--- src/rtl/rot_pkg.sv ---
// Shared types and helpers for the encoder lane rotate controller.
package rot_pkg;

  localparam int DEF_NUM_LANES = 25;
  localparam int DEF_LANE_W    = 64;

  typedef enum logic [2:0] {
    ST_IDLE  = 3'd0,
    ST_READ  = 3'd1,
    ST_DO    = 3'd2,
    ST_WRITE = 3'd3,
    ST_RUN   = 3'd4,
    ST_DRAIN = 3'd5,
    ST_DONE  = 3'd6
  } state_t;

  // Full 32-bit product before the modulo so large lane indices cannot wrap early.
  function automatic logic [31:0] rot_ofs_f(input logic [31:0] lane,
                                            input logic [31:0] base,
                                            input logic [31:0] step,
                                            input logic [31:0] lane_w);
    return (base + lane * step) % lane_w;
  endfunction

endpackage

--- src/rtl/lane_counter.sv ---
// Mod-NUM_LANES lane index counter with clear, enable and last-lane flag.
module lane_counter
  import rot_pkg::*;
#(
  parameter int NUM_LANES = DEF_NUM_LANES,
  parameter int ADDR_W    = 5
) (
  input  logic              clk,
  input  logic              rst,
  input  logic              clr,
  input  logic              en,
  output logic [ADDR_W-1:0] next_count,
  output logic              last
);

  localparam logic [ADDR_W-1:0] LAST_IDX = ADDR_W'(NUM_LANES - 1);

  logic [ADDR_W-1:0] count_r;

  // Next count: clear wins, wrap to zero after the final lane.
  always_comb begin
    last       = (count_r == LAST_IDX);
    next_count = count_r;
    if (clr) begin
      next_count = {ADDR_W{1'b0}};
    end else if (en) begin
      next_count = last ? {ADDR_W{1'b0}} : count_r + {{(ADDR_W-1){1'b0}}, 1'b1};
    end else begin
      next_count = count_r;
    end
  end

  // Count register.
  always_ff @(posedge clk or posedge rst) begin
    if (rst) count_r <= {ADDR_W{1'b0}};
    else     count_r <= next_count;
  end

endmodule

--- src/rtl/lane_rotate_ctrl.sv ---
// Lane sequencer for the encoder rotate step (read -> rotate -> write-back per lane).
// Define LANE_ROTATE_PIPE_EN for the pipelined one-lane-per-cycle variant.
module lane_rotate_ctrl
  import rot_pkg::*;
#(
  parameter int NUM_LANES = DEF_NUM_LANES,
  parameter int ADDR_W    = 5,
  parameter int LANE_W    = DEF_LANE_W,
  parameter int OFS_W     = 6,
  parameter int ROT_BASE  = 1,
  parameter int ROT_STEP  = 7
) (
  input  logic              clk,
  input  logic              rst,
  input  logic              start,
  input  logic              abort,
  output logic              ready,
  output logic              busy,
  output logic              done,
  output logic              rd_en,
  output logic [ADDR_W-1:0] rd_addr,
  output logic              do_en,
  output logic [OFS_W-1:0]  rot_ofs,
  output logic              wr_en,
  output logic [ADDR_W-1:0] wr_addr
);

  state_t            state_r, state_nxt_s;
  logic              lane_clr_s, lane_en_s, lane_last_s;
  logic [ADDR_W-1:0] lane_nxt_s;
  logic [ADDR_W-1:0] ofs_lane_s;
  logic [OFS_W-1:0]  rot_ofs_s;

  lane_counter #(.NUM_LANES(NUM_LANES), .ADDR_W(ADDR_W)) u_lane (
    .clk        (clk),
    .rst        (rst),
    .clr        (lane_clr_s),
    .en         (lane_en_s),
    .next_count (lane_nxt_s),
    .last       (lane_last_s)
  );

`ifdef LANE_ROTATE_PIPE_EN
  logic              drain_r, drain_nxt_s;
  logic [ADDR_W-1:0] do_lane_r;
  logic              stage_go_s;

  assign ofs_lane_s = rd_addr;
  assign stage_go_s = rd_en && !abort;

  // Pipelined sequencing: RUN issues one read per cycle, DRAIN empties two stages.
  always_comb begin
    state_nxt_s = state_r;
    lane_clr_s  = 1'b0;
    lane_en_s   = 1'b0;
    drain_nxt_s = 1'b0;
    case (state_r)
      ST_IDLE: begin
        lane_clr_s = 1'b1;
        if (start && !abort) state_nxt_s = ST_RUN;
        else                 state_nxt_s = ST_IDLE;
      end
      ST_RUN: begin
        if (abort) begin
          state_nxt_s = ST_IDLE;
          lane_clr_s  = 1'b1;
        end else begin
          lane_en_s   = 1'b1;
          state_nxt_s = lane_last_s ? ST_DRAIN : ST_RUN;
        end
      end
      ST_DRAIN: begin
        if (abort) begin
          state_nxt_s = ST_IDLE;
          lane_clr_s  = 1'b1;
        end else if (drain_r) begin
          state_nxt_s = ST_DONE;
        end else begin
          state_nxt_s = ST_DRAIN;
          drain_nxt_s = 1'b1;
        end
      end
      ST_DONE: begin
        state_nxt_s = ST_IDLE;
        lane_clr_s  = 1'b1;
      end
      default: begin
        state_nxt_s = ST_IDLE;
        lane_clr_s  = 1'b1;
      end
    endcase
  end

  // Drain cycle tracker and the lane index carried into the write stage.
  always_ff @(posedge clk or posedge rst) begin
    if (rst) begin
      drain_r   <= 1'b0;
      do_lane_r <= {ADDR_W{1'b0}};
    end else begin
      drain_r   <= drain_nxt_s;
      do_lane_r <= stage_go_s ? rd_addr : {ADDR_W{1'b0}};
    end
  end
`else
  assign ofs_lane_s = lane_nxt_s;

  // Sequential sequencing: three cycles per lane, at most one strobe active.
  always_comb begin
    state_nxt_s = state_r;
    lane_clr_s  = 1'b0;
    lane_en_s   = 1'b0;
    case (state_r)
      ST_IDLE: begin
        lane_clr_s = 1'b1;
        if (start && !abort) state_nxt_s = ST_READ;
        else                 state_nxt_s = ST_IDLE;
      end
      ST_READ: begin
        if (abort) begin
          state_nxt_s = ST_IDLE;
          lane_clr_s  = 1'b1;
        end else begin
          state_nxt_s = ST_DO;
        end
      end
      ST_DO: begin
        if (abort) begin
          state_nxt_s = ST_IDLE;
          lane_clr_s  = 1'b1;
        end else begin
          state_nxt_s = ST_WRITE;
        end
      end
      ST_WRITE: begin
        if (abort) begin
          state_nxt_s = ST_IDLE;
          lane_clr_s  = 1'b1;
        end else begin
          lane_en_s   = 1'b1;
          state_nxt_s = lane_last_s ? ST_DONE : ST_READ;
        end
      end
      ST_DONE: begin
        state_nxt_s = ST_IDLE;
        lane_clr_s  = 1'b1;
      end
      default: begin
        state_nxt_s = ST_IDLE;
        lane_clr_s  = 1'b1;
      end
    endcase
  end
`endif

  assign rot_ofs_s = OFS_W'(rot_ofs_f(32'(ofs_lane_s), 32'(ROT_BASE), 32'(ROT_STEP), 32'(LANE_W)));

  // State and outputs registered from the next-state decode, so they line up with the state.
  always_ff @(posedge clk or posedge rst) begin
    if (rst) begin
      state_r <= ST_IDLE;
      ready   <= 1'b1;
      busy    <= 1'b0;
      done    <= 1'b0;
      rd_en   <= 1'b0;
      rd_addr <= {ADDR_W{1'b0}};
      do_en   <= 1'b0;
      rot_ofs <= {OFS_W{1'b0}};
      wr_en   <= 1'b0;
      wr_addr <= {ADDR_W{1'b0}};
    end else begin
      state_r <= state_nxt_s;
      ready   <= (state_nxt_s == ST_IDLE);
      done    <= (state_nxt_s == ST_DONE);
      busy    <= (state_nxt_s != ST_IDLE) && (state_nxt_s != ST_DONE);
`ifdef LANE_ROTATE_PIPE_EN
      rd_en   <= (state_nxt_s == ST_RUN);
      rd_addr <= (state_nxt_s == ST_RUN) ? lane_nxt_s : {ADDR_W{1'b0}};
      do_en   <= stage_go_s;
      rot_ofs <= stage_go_s ? rot_ofs_s : {OFS_W{1'b0}};
      wr_en   <= do_en && !abort;
      wr_addr <= (do_en && !abort) ? do_lane_r : {ADDR_W{1'b0}};
`else
      rd_en   <= (state_nxt_s == ST_READ);
      rd_addr <= (state_nxt_s == ST_READ) ? lane_nxt_s : {ADDR_W{1'b0}};
      do_en   <= (state_nxt_s == ST_DO);
      rot_ofs <= (state_nxt_s == ST_DO) ? rot_ofs_s : {OFS_W{1'b0}};
      wr_en   <= (state_nxt_s == ST_WRITE);
      wr_addr <= (state_nxt_s == ST_WRITE) ? lane_nxt_s : {ADDR_W{1'b0}};
`endif
    end
  end

endmodule

--- config.mk ---
export PLATFORM = sky130hd
export DESIGN_NAME = lane_rotate_ctrl
export DESIGN_NICKNAME = d
export VERILOG_FILES = /design/src/rtl/rot_pkg.sv /design/src/rtl/lane_counter.sv /design/src/rtl/lane_rotate_ctrl.sv
export SDC_FILE = /design/constraint.sdc
export NUM_CORES = 1
export LEC_CHECK = 0
export ABC_AREA = 1
export CELL_PAD_IN_SITES_DETAIL_PLACEMENT = 1
export CELL_PAD_IN_SITES_GLOBAL_PLACEMENT = 1
export CORE_MARGIN = 8
export CORE_UTILIZATION = 36
export CTS_CLUSTER_SIZE = 28
export DETAILED_ROUTE_END_ITERATION = 8
export DONT_BUFFER_PORTS = 1
export GPL_TIMING_DRIVEN = 0
export HOLD_SLACK_MARGIN = 0.1
export PLACE_DENSITY = 0.72
export SETUP_SLACK_MARGIN = 0.4
export SYNTH_ARGS = -nofsm -noshare
export SYNTH_HDL_FRONTEND = slang
export SYNTH_SLANG_ARGS = --single-unit
--- constraint.sdc ---
create_clock -name clk -period 2.6 [get_ports clk]
set_input_delay 0.26 -clock clk [delete_from_list [all_inputs] [get_ports clk]]
set_output_delay 0.26 -clock clk [all_outputs]
set_load 0.005 [all_outputs]
==> out/results.txt, run 1 <==
post-route setup slack - -0.0319 ns
most instantiated flip-flop cell in the synthesis netlist - dfrtp_1
Via Count - 1108
critical path startpoint category - register
total standard cell area after synthesis - 1510 sq um
Cell Count Post-Placement - 198
most common library cells after synthesis - dfrtp_1, inv_1, nand2_1
Yosys Warn Count - 0
total of buffers placed on input and output ports - 0
highest cell delay on the worst timing path - 0.52 ns
Setup violations, final - 2
status - finished, violations left
number of diodes added for antenna fixing - 0
count of clock tree sinks - 30
total wire length - 4140 um
count of state elements after synthesis - 30
crit share post-route - 101%
worst-margin pin slew - 1.11 ns
Clk Latency, worst-skew pair - 0.28 ns
cell count after synthesis - 148
power per unit of standard cell area - 587 nW/um^2
die span in x - 80.8 um
All-Layer GR Usage - 13.2%
cell depth of the worst flop-to-flop path - 14
Initial Utilization - 37.5%
deepest clock path buffer count - 2
worst r2r dst - rot_ofs[4]$_DFF_PP0_
Worst Setup End Kind - register
Worst Path Class, Setup - reg2reg
# nets final - 185
cts hold-fix bufs - 0
worst max-slew margin expressed relative to the limit - 25.8%
Final Hold Fails - 0
post-synthesis average cell area - 10.2 sq um
critical path's top delay family - adder cells
core area - 4030 sq um
placed wire-length estimate - 2700 um
buffering stage count on the worst path with inverters included - 3
Async S/R FF share, synth - 100%
number of clock buffers inserted by TritonCTS - 5
end-of-flow core utilization - 46.4%
first-pass GRT wire length - 6380 um
Die Y - 80.8 um
total power of the final layout - 1100 uW
distinct cell type count of the synthesized netlist - 23
upper clock frequency limit - 380 MHz
drt pass-1 iters - 6
ports placed on the boundary - 26
fraction of layout instances using a drive strength above 1 - 45.3%
arrival time reported for the critical path endpoint - 2.83 ns
initial antenna violation count - 0
# Max-Cap Violations - 0
via count of the first global-routing pass - 1251
type of the worst min-delay path - in2async
cell with the most instances after synthesis - dfrtp_1
Critical Path Slowest Stage Cell - fa_1
final number of max-transition violations - 0
CP max FO - 6
required time of the worst setup path - 2.79 ns
Clock H-tree levels - 2
synth top area cells - dfrtp_1, fa_1, ha_1, inv_1, nor2_4
sequential-to-total area share from yosys stat - 49.8%
die footprint - 6530 sq um
growth of design area from synthesis to finish - 23.6%
leakage dissipation - 0.00101 uW
number of placement rows - 23
violations in the final reports - setup timing
Synth Net Count - 164
CP Cell Sequence - inv_2 > ha_4 > nand2_2 > inv_2 > nand2_4 > nor2_8 > nor2_4 > inv_2 > nor2_4 > fa_1 > ha_4 > nand3_2 > a21o_1 > a21oi_2
detailed router's first-iteration violation count - 30
unrepaired setup endpoints after global routing - yes
via-per-instance ratio - 5.04
Yosys top cell by area - dfrtp_1
VDD IR-drop max - 0.182 mV
remaining number of nets flagged by the antenna check after routing - 0
Clock Tree Root - clkbuf_8
final instance count without filler cells - 220
Clock Pin Slew Worst Setup and Hold Paths - 0.06 ns
dominant cell type by count on the critical path - inv_2
GP Congestion - 0.818
CTS tree - built
FILL cells - 453
total congestion overflow after global routing - 0
minimum clock period - 2.63 ns
residual DRC count - 0
startpoint of the lowest-slack register-to-register path - u_lane.count_r[1]$_DFF_PP0_
final clock skew - 0.00539 ns
pin count of the biggest net entering global routing - 31
routed length per placed instance - 18.8 um
top cell type's share of synthesized area - 48.0%
worst reg-to-reg setup slack - -0.03 ns
number of enable flip-flop cells after synthesis - 0
[cells by family after synthesis]
family,Yosys count,share of synthesized area (%)
XOR/XNOR,2,1.16
flip-flops,30,49.8
adder cells (fa/ha/maj),12,12.4
buffers and inverters,30,7.45
AO/OA/AOI/OAI,7,2.73
AND/OR/NAND/NOR,67,26.5
[cells in the final DEF, fill, tap and decap left out, drive strengths merged]
cell	n
fa	5
xor2	1
inv	30
xnor2	1
nand2	23
dfstp	1
nor2	22
dfrtp	29
clkbuf	8
nand4	6
ha	7
nor3	3
nand3	13
o21ai	2
a21o	1
a21oi	4
buf	14
[where the power goes]
| part | switching (uW) | total [uW] | leakage, uW | internal, uW |
|---|---|---|---|---|
| Clock | 170 | 385 | 0.0000455 | 215 |
| Sequential | 28.7 | 535 | 0.000408 | 506 |
| Combinational | 121 | 176 | 0.000552 | 55.4 |
[flip-flops by register name, summed over array words and instances (netlist names)]
name,cells
rot_ofs,6
rd_addr,5
u_lane.count_r,5
wr_addr,5
state_r,3
busy,1
do_en,1
done,1
rd_en,1
ready,1
wr_en,1
[worst max-delay path by stage]
stage / slack (ns) / startpoint / cells past startpoint / end
floorplan: 0.10 / u_lane.count_r[0]$_DFF_PP0_ / 15 / rot_ofs[5]$_DFF_PP0_
global placement: -0.13 / u_lane.count_r[0]$_DFF_PP0_ / 15 / rot_ofs[5]$_DFF_PP0_
detailed placement: -0.27 / u_lane.count_r[0]$_DFF_PP0_ / 14 / rot_ofs[4]$_DFF_PP0_
CTS: -0.03 / u_lane.count_r[1]$_DFF_PP0_ / 15 / rot_ofs[5]$_DFF_PP0_
global route: -0.13 / u_lane.count_r[1]$_DFF_PP0_ / 14 / rot_ofs[4]$_DFF_PP0_
finish: -0.03 / u_lane.count_r[1]$_DFF_PP0_ / 14 / rot_ofs[4]$_DFF_PP0_
[routing by layer]
metal,GRT usage (%),up-vias,routed length (um)
met5,0,-,0
met4,9.64,0,198
met3,3.75,16,197
met2,25.4,40,2410
met1,11.3,554,1330
li1,-,498,-
[area by class of cell]
type,count,area [sq um],area share [%]
well taps,50,62.6,3.35
inverters,30,113,6.03
clock buffers,8,90.1,4.82
multi-input cells,88,743,39.8
flip-flops and latches,30,754,40.4
repair buffers,14,105,5.63
[metrics by stage]
stage               setup slack [ns]  hold slack (ns)  area, sq um  TNS [ns]
floorplan                      0.105            0.350         1560         0
global placement              -0.134            0.469         1620    -0.296
detailed placement            -0.265            0.471         1620    -0.666
CTS                          -0.0316            0.179         1820   -0.0316
global route                  -0.129            0.204         1870    -0.333
finish                       -0.0319            0.151         1870   -0.0606
[what timing repair did]
item / CTS / global route
setup endpoints to repair: 4 / 4
gates resized for setup: 15 / 6
buffers inserted: 10 / 4
gates cloned: 0 / 0
pin swaps: 13 / 8
(Power assumes the default switching activity.)
==> run 2, diff against run 1 <==
- SLEW_MARGIN: not set -> 20
==> run 2 against run 1 <==
The run still ends with setup timing left; setup slack gained 0.0035 ns; clock skew increased by 0.0017 ns; non-clock buffer count increased by 1; worst hold slack better by 0.028 ns; sequential power about the same; routed wire length up 0.77%; critical path type unchanged; critical endpoint unchanged.
==> out/results.txt, run 2 (synthesized netlist as in run 1, its figures left out) <==
required time of the worst setup path - 2.79 ns
unrepaired setup endpoints after global routing - yes
Via Count - 1107
flip-flop count of the largest register after layout - 6
placed wire-length estimate - 2700 um
cell count of the worst hold path - 3
critical path startpoint category - register
worst-margin pin slew - 0.624 ns
Initial Utilization - 37.5%
initial antenna violation count - 0
count of clock tree sinks - 30
final number of max-transition violations - 0
worst r2r dst - rot_ofs[4]$_DFF_PP0_
type of the worst min-delay path - in2reg
All-Layer GR Usage - 13.2%
Clock H-tree levels - 2
Setup violations, final - 2
Worst Path Class, Setup - reg2reg
status - finished, violations left
routed length per placed instance - 18.9 um
crit share post-route - 101%
Die Y - 80.8 um
Worst Setup End Kind - register
GP Congestion - 0.818
# Max-Cap Violations - 0
CP max FO - 6
FF+latch area - 754 sq um
residual DRC count - 0
worst reg-to-reg setup slack - -0.03 ns
die footprint - 6530 sq um
power per unit of standard cell area - 585 nW/um^2
total wire length - 4170 um
Clock Tree Root - clkbuf_8
die span in x - 80.8 um
final clock skew - 0.00707 ns
total of buffers placed on input and output ports - 0
deepest clock path buffer count - 2
number of placement rows - 23
minimum clock period - 2.63 ns
post-route setup slack - -0.0284 ns
via count of the first global-routing pass - 1251
pin count of the biggest net entering global routing - 31
Clk Latency, worst-skew pair - 0.28 ns
worst max-slew margin expressed relative to the limit - 58.4%
most frequent standard cell in the layout excluding fill and tap cells - dfrtp_1
Final Hold Fails - 0
Clock Pin Slew Worst Setup and Hold Paths - 0.07 ns
number of diodes added for antenna fixing - 0
# nets final - 186
startpoint of the lowest-slack register-to-register path - u_lane.count_r[0]$_DFF_PP0_
detailed router's first-iteration violation count - 30
upper clock frequency limit - 380 MHz
cell depth of the worst flop-to-flop path - 14
leakage dissipation - 0.00101 uW
remaining number of nets flagged by the antenna check after routing - 0
ports placed on the boundary - 26
area of the multi-input gates - 743 sq um
via-per-instance ratio - 5.01
highest-count cells in the layout ignoring fill and taps - dfrtp_1, inv_2, inv_1, buf_4, nand2_1
growth of design area from synthesis to finish - 24.3%
final instance count without filler cells - 221
drt pass-1 iters - 4
worst min-delay path endpoint - wr_addr[1]$_DFF_PP0_
critical hold path startpoint - abort
CTS tree - built
violations in the final reports - setup timing
VDD IR-drop max - 0.181 mV
Cell Count Post-Placement - 198
number of clock buffers inserted by TritonCTS - 5
worst hold-check slack - 0.179 ns
FILL cells - 452
total congestion overflow after global routing - 0
core area - 4030 sq um
arrival time reported for the critical path endpoint - 2.82 ns
first-pass GRT wire length - 6380 um
fraction of layout instances using a drive strength above 1 - 45.6%
register bank with the most flops - rot_ofs
[run 2: cell types whose count changed in the layout (fill, tap and decap cells not counted)]
cell,previous run,this run
inv_2,14,15
inv_1,16,15
dlygate4sd3_1,0,1
[run 2: layer usage]
| layer | GRT usage, % | routed length (um) |
|---|---|---|
| met1 | 11.3 | 1350 |
| met2 | 25.4 | 2420 |
| met3 | 3.75 | 215 |
| met4 | 9.64 | 189 |
| met5 | 0 | 0 |
[run 2: where the power goes]
group	total (uW)	switching (uW)	internal [uW]
clock network	386	171	216
registers	535	28.6	506
logic	178	121	56.5
[run 2: timing repair]
item,CTS,global route
gates resized for setup,15,6
hold buffers,0,1
setup buffers,10,4
endpoints found under the setup margin,4,4
pin swaps,13,8
endpoints found under the hold margin,0,29
[run 2: per-stage QoR]
stage	utilization (%)	total power (uW)	area, sq um	TNS, ns	setup WS (ns)
2_1_floorplan	-	654	1560	0	0.105
3_3_place_gp	40.2	685	1620	-0.296	-0.134
5_1_grt	46.6	1150	1880	-0.333	-0.129
3_5_place_dp	40.2	697	1620	-0.666	-0.265
4_1_cts	45.2	1100	1820	-0.0316	-0.0316
6_report	46.6	1100	1880	-0.0554	-0.0284
[run 2: layout make-up]
| class | count | area share (%) |
|---|---|---|
| clock buffers | 8 | 4.80 |
| multi-input cells | 88 | 39.6 |
| inverters | 30 | 6.00 |
| well taps | 50 | 3.33 |
| repair buffers | 15 | 6.13 |
| flip-flops and latches | 30 | 40.2 |
[run 2: how the worst max path moves through the flow]
stage	depth (start not counted)	to	from
final	14	rot_ofs[4]$_DFF_PP0_	u_lane.count_r[0]$_DFF_PP0_
after detailed placement	14	rot_ofs[4]$_DFF_PP0_	u_lane.count_r[0]$_DFF_PP0_
after global routing	14	rot_ofs[4]$_DFF_PP0_	u_lane.count_r[1]$_DFF_PP0_
after floorplan	15	rot_ofs[5]$_DFF_PP0_	u_lane.count_r[0]$_DFF_PP0_
after CTS	15	rot_ofs[5]$_DFF_PP0_	u_lane.count_r[1]$_DFF_PP0_
after global placement	15	rot_ofs[5]$_DFF_PP0_	u_lane.count_r[0]$_DFF_PP0_
[run 2: critical path, stage by stage, from the launching register on]
cell and delay (ns):
dfrtp_2 0.38, inv_2 0.06, ha_4 0.16, nand2_2 0.06, inv_2 0.04, nand2_4 0.11
nor2_8 0.05, nor2_4 0.15, inv_2 0.06, nor2_4 0.22, fa_1 0.52, ha_4 0.34
nand3_2 0.09, a21o_1 0.17, a21oi_2 0.13
